--- config.mk ---
export PLATFORM = sky130hd
export DESIGN_NAME = design_ift_mux
export DESIGN_NICKNAME = d
export VERILOG_FILES = /design/src/rtl/design_ift_mux.sv
export SDC_FILE = /design/constraint.sdc
export NUM_CORES = 1
export LEC_CHECK = 0
export ABC_AREA = 1
export CAP_MARGIN = 20
export CORE_MARGIN = 4
export CORE_UTILIZATION = 33
export DETAILED_ROUTE_END_ITERATION = 8
export GPL_TIMING_DRIVEN = 0
export PLACE_DENSITY_LB_ADDON = 0.08
export SYNTH_ARGS = -nofsm -noshare
export SYNTH_HDL_FRONTEND = slang
export SYNTH_SLANG_ARGS = --single-unit
--- constraint.sdc ---
create_clock -name clk -period 0.8 [get_ports clk]
set_input_delay 0.08 -clock clk [delete_from_list [all_inputs] [get_ports clk]]
set_output_delay 0.08 -clock clk [all_outputs]
set_load 0.05 [all_outputs]
--- src/rtl/design_ift_mux.sv ---
// Registered 2:1 mux with information-flow-tracking tag propagation.
// Output c follows the selected input; c_t collects the labels that can influence c.
module design_ift_mux #(
    parameter int TAG_W   = 32,
    parameter bit PRECISE = 1'b1
) (
    input  logic             clk,
    input  logic             rst_n,
    input  logic             a,
    input  logic [TAG_W-1:0] a_t,
    input  logic             b,
    input  logic [TAG_W-1:0] b_t,
    input  logic             s,
    input  logic [TAG_W-1:0] s_t,
    output logic             c,
    output logic [TAG_W-1:0] c_t
);

    logic             c_n;
    logic [TAG_W-1:0] dt;
    logic [TAG_W-1:0] st;
    logic [TAG_W-1:0] c_t_n;
    logic             sel_flows;

    // Next value and tag: selected input's tag, plus the select tag when s can matter.
    // In precise mode s only influences c when the two data inputs differ.
    always_comb begin
        c_n       = s ? b : a;
        dt        = s ? b_t : a_t;
        sel_flows = (PRECISE == 1'b0) || (a != b);
        st        = sel_flows ? s_t : '0;
        c_t_n     = dt | st;
    end

    // Output register; reset clears value and tag immediately.
    always_ff @(posedge clk or negedge rst_n) begin
        if (!rst_n) begin
            c   <= 1'b0;
            c_t <= '0;
        end else begin
            c   <= c_n;
            c_t <= c_t_n;
        end
    end

endmodule

======== Word-level counts from Yosys, hierarchy flattened ========
Cells that the tools add are included.
W data, S select, Z words.
operators by class
  equal/unequal tests ..................... 1
  muxes and demuxes ....................... 3
  bitwise gates (word level) .............. 1
operator list
  cell             count
  $mux W32         2
  $or A32 B32 Y32  1
  $mux W1          1
  $ne A1 B1 Y1     1
word-level totals
  flip-flop bits (word level) ............. 33
  bits of input ports ..................... 101
  output and inout bits ................... 33
  logic and storage cells ................. 7

======== Depth between registers and ports, before layout ========
  word-level depth ........................ 3
  gate-level depth with buffers ........... 5
  mapped depth without buffers ............ 4

======== Worst setup path after synthesis ========
No wires, ideal clock.
  path type ............................... register -> output
  from .................................... register c
  to ...................................... output port c
  arrival time ............................ 586 ps
  required time ........................... 720 ps
  setup slack ............................. 134 ps
  stages on the path, launching flop included .. 1
  buffers on the path ..................... 0
  path through ............................ dfrtp_1
RTL lines
  element                 line  text
  start, declared         15    output logic c,
  start signal, assigned  41    c <= c_n;
No word-level cell between the ends.

======== Worst setup path after layout ========
  from .................................... register c_t[6]
  to ...................................... output port c_t[6]
RTL lines
  element                 line  text
  start, declared         16    output logic [TAG_W-1:0] c_t
  start signal, assigned  42    c_t <= c_t_n;
No word-level cell between the ends.

==> impl_metrics.env <==
export IMPL_die_area_um2=6280
export IMPL_slew_limit_headroom=0.506
export IMPL_port_buffers=132
export IMPL_drtIter0Drc=62
export IMPL_drive_gt1_frac=0.201
export IMPL_post_drt_via_cell_ratio=4.46
export IMPL_fin_area_um2=3230
export IMPL_rsz0062_at_grt="true"
export IMPL_cp_slowest_cell="dfrtp_1"
export IMPL_start_util=0.348
export IMPL_setup_violations_final=33
export IMPL_p_int_uw=3360
export IMPL_synth_distinct_cells=12
export IMPL_powerDensity_nw_per_um2=1530
export IMPL_slowest_delay_ns=0.38
export IMPL_io_pins=134
export IMPL_num_vias=1874
export IMPL_row_count=25
export IMPL_finalHoldViolCount=33
export IMPL_finalCoreUtilization=0.671
export IMPL_critical_path_buf_inv_count=1
export IMPL_drc=0
export IMPL_clock_power_share=0.255
export IMPL_power_frac_seq=0.379
export IMPL_endpoint_kind="primary output"
export IMPL_grt_pass1_vias=1849
export IMPL_syn_inst=212
export IMPL_clock_path_buffers=2
export IMPL_violations="hold timing, setup timing"
export IMPL_period_share=1.13
export IMPL_dp_cells=411
export IMPL_worst_slack_ns=-0.105
export IMPL_critPathMaxFanout=1
export IMPL_area_growth_pct=93.2
export IMPL_grt_use_total=0.180
export IMPL_status="complete, but fails checks"
export IMPL_postPlaceCellArea_um2=3070
export IMPL_crit_type="register to primary output"
export IMPL_gp_congestion=0.812
export IMPL_path_clk_slew_ns=0.06
export IMPL_dp_hpwl_um=4240
export IMPL_synth_nets=313
export IMPL_synth_seq_cells=33
export IMPL_globalRouteOverflowTotal=0
export IMPL_die_x_um=79.2
export IMPL_first_pass_iters=4
export IMPL_clockRootBuffer="clkbuf_8"
export IMPL_switching_power_uw=1570
export IMPL_maxCapViolations=0
export IMPL_max_freq_mhz=1100
export IMPL_htree_levels=2
export IMPL_path_delay_family="flip-flops"
export IMPL_startpoint="c_t[6]"
export IMPL_num_antenna_cells=0
export IMPL_die_h_um=79.2
export IMPL_m1WireLength_um=2130
export IMPL_core_area_um2=4820
export IMPL_clock_sinks=33
export IMPL_p_comb_frac=0.366
export IMPL_synth_seq_area_share=0.493
export IMPL_fin_tns_setup_ns=-2.97
export IMPL_hold_worst_slack_ns=-0.147
export IMPL_worst_pin_slew_ns=0.741
export IMPL_antenna_left=0
export IMPL_cts_tree="done"
export IMPL_netlist_area_um2=1670
export IMPL_grt_max_degree=34
export IMPL_hold_class="input port to asynchronous set/reset pin"
export IMPL_wl_um=5510
export IMPL_path_cells="buf_6"
export IMPL_cts_buffers_inserted=5
export IMPL_synth_warnings=0
export IMPL_syn_avg_cell_area_um2=7.90
export IMPL_arrival_ns=0.83
export IMPL_routedWlPerCell_um=13.1
export IMPL_vdd_drop_max_v=0.000665
export IMPL_grt_pass1_wl_um=8580
export IMPL_cp_data_required_time_ns=0.72
export IMPL_p_sw_frac=0.319
export IMPL_final_nets=454
export IMPL_met3_length_um=596
export IMPL_layout_cells_non_filler=420
export IMPL_min_period_ns=0.905
export IMPL_critPathLaunchType="register"
export IMPL_antenna_found_initial=0
export IMPL_n_fill_cell=458
export IMPL_p_leak_uw=0.00153
export IMPL_top_layer="met4"
export IMPL_drv_slew=0
export IMPL_dr_wl_met2_um=2710
worst max-delay path by stage:
stage / slack [ns] / endpoint / depth (start not counted)
after floorplan: 0.13 / c / 0
after global placement: -1.11 / c_t[4] / 1
after detailed placement: -0.46 / c_t[7] / 5
after CTS: -0.12 / c_t[6] / 1
after global routing: -0.13 / c_t[17] / 1
final: -0.11 / c_t[6] / 1
stage by stage:
stage,hold WS (ns),setup slack (ns),power (uW)
floorplan,-0.216,0.134,2750
global placement,0.406,-1.11,3620
detailed placement,0.194,-0.458,3640
CTS,-0.118,-0.115,5000
global route,-0.0840,-0.134,5190
finish,-0.147,-0.105,4940
power by group through the flow:
stage	Sequential (uW)	Clock (uW)	Combinational (uW)
6_report	1870	1260	1810
5_1_grt	1890	1380	1920
4_1_cts	1870	1300	1830
3_5_place_dp	1870	0	1770
3_3_place_gp	1870	0	1750
2_1_floorplan	2390	0	362
per-layer routing:
layer	vias to the layer above	global-route usage
met3	6	0.0624
met4	0	0.0773
met2	85	0.323
li1	939	-
met5	-	0
met1	844	0.189
synthesized netlist by cell type:
master | n | area (um^2)
inv_1 | 32 | 120
o21ai_2 | 6 | 52.6
o21ai_1 | 25 | 125
nand2_2 | 7 | 43.8
dfrtp_1 | 33 | 826
buf_6 | 5 | 56.3
nand2_1 | 60 | 225
buf_2 | 5 | 25.0
o21ai_0 | 2 | 10.0
nand3_1 | 32 | 160
buf_4 | 3 | 22.5
inv_2 | 2 | 7.51
logic make-up (layout without fill, tap and decap cells):
logic type,count (synthesis),after routing,synth area share
AND/OR/NAND/NOR,99,99,0.256
buffers and inverters,47,188,0.138
AO/OA/AOI/OAI,33,33,0.112
flip-flops,33,33,0.493
state kept, by name (all words and copies together) (netlist names):
name and cells:
c_t 32, c 1
cell type report:
type	count	area [um^2]	share of cell area
Tap cell	67	83.8	0.0259
Sequential cell	33	826	0.255
Buffer	13	119	0.0368
Timing Repair Buffer	134	1370	0.423
Clock buffer	7	86.3	0.0267
Inverter	34	128	0.0395
Multi-Input combinational cell	132	624	0.193
cells in the final DEF (no fill, tap or decap):
| master | n |
|---|---|
| clkdlybuf4s50_1 | 96 |
| nand2_1 | 59 |
| buf_6 | 40 |
| dfrtp_1 | 33 |
| nand3_1 | 32 |
| inv_1 | 32 |
| o21ai_1 | 25 |
| nand2_2 | 7 |
| o21ai_2 | 6 |
| clkbuf_8 | 6 |
| buf_4 | 5 |
| buf_2 | 4 |
| inv_2 | 2 |
| o21ai_0 | 2 |
| dlygate4sd2_1 | 2 |
| nand2_4 | 1 |
| clkbuf_1 | 1 |
timing repair:
item / CTS / global route
pin swaps: 1 / 0
endpoints found under the hold margin: 33 / 33
buffers inserted: 1 / 0
endpoints found under the setup margin: 63 / 33
resized for setup: 240 / 0
gates cloned: 1 / 0
(Power assumes the default switching activity.)
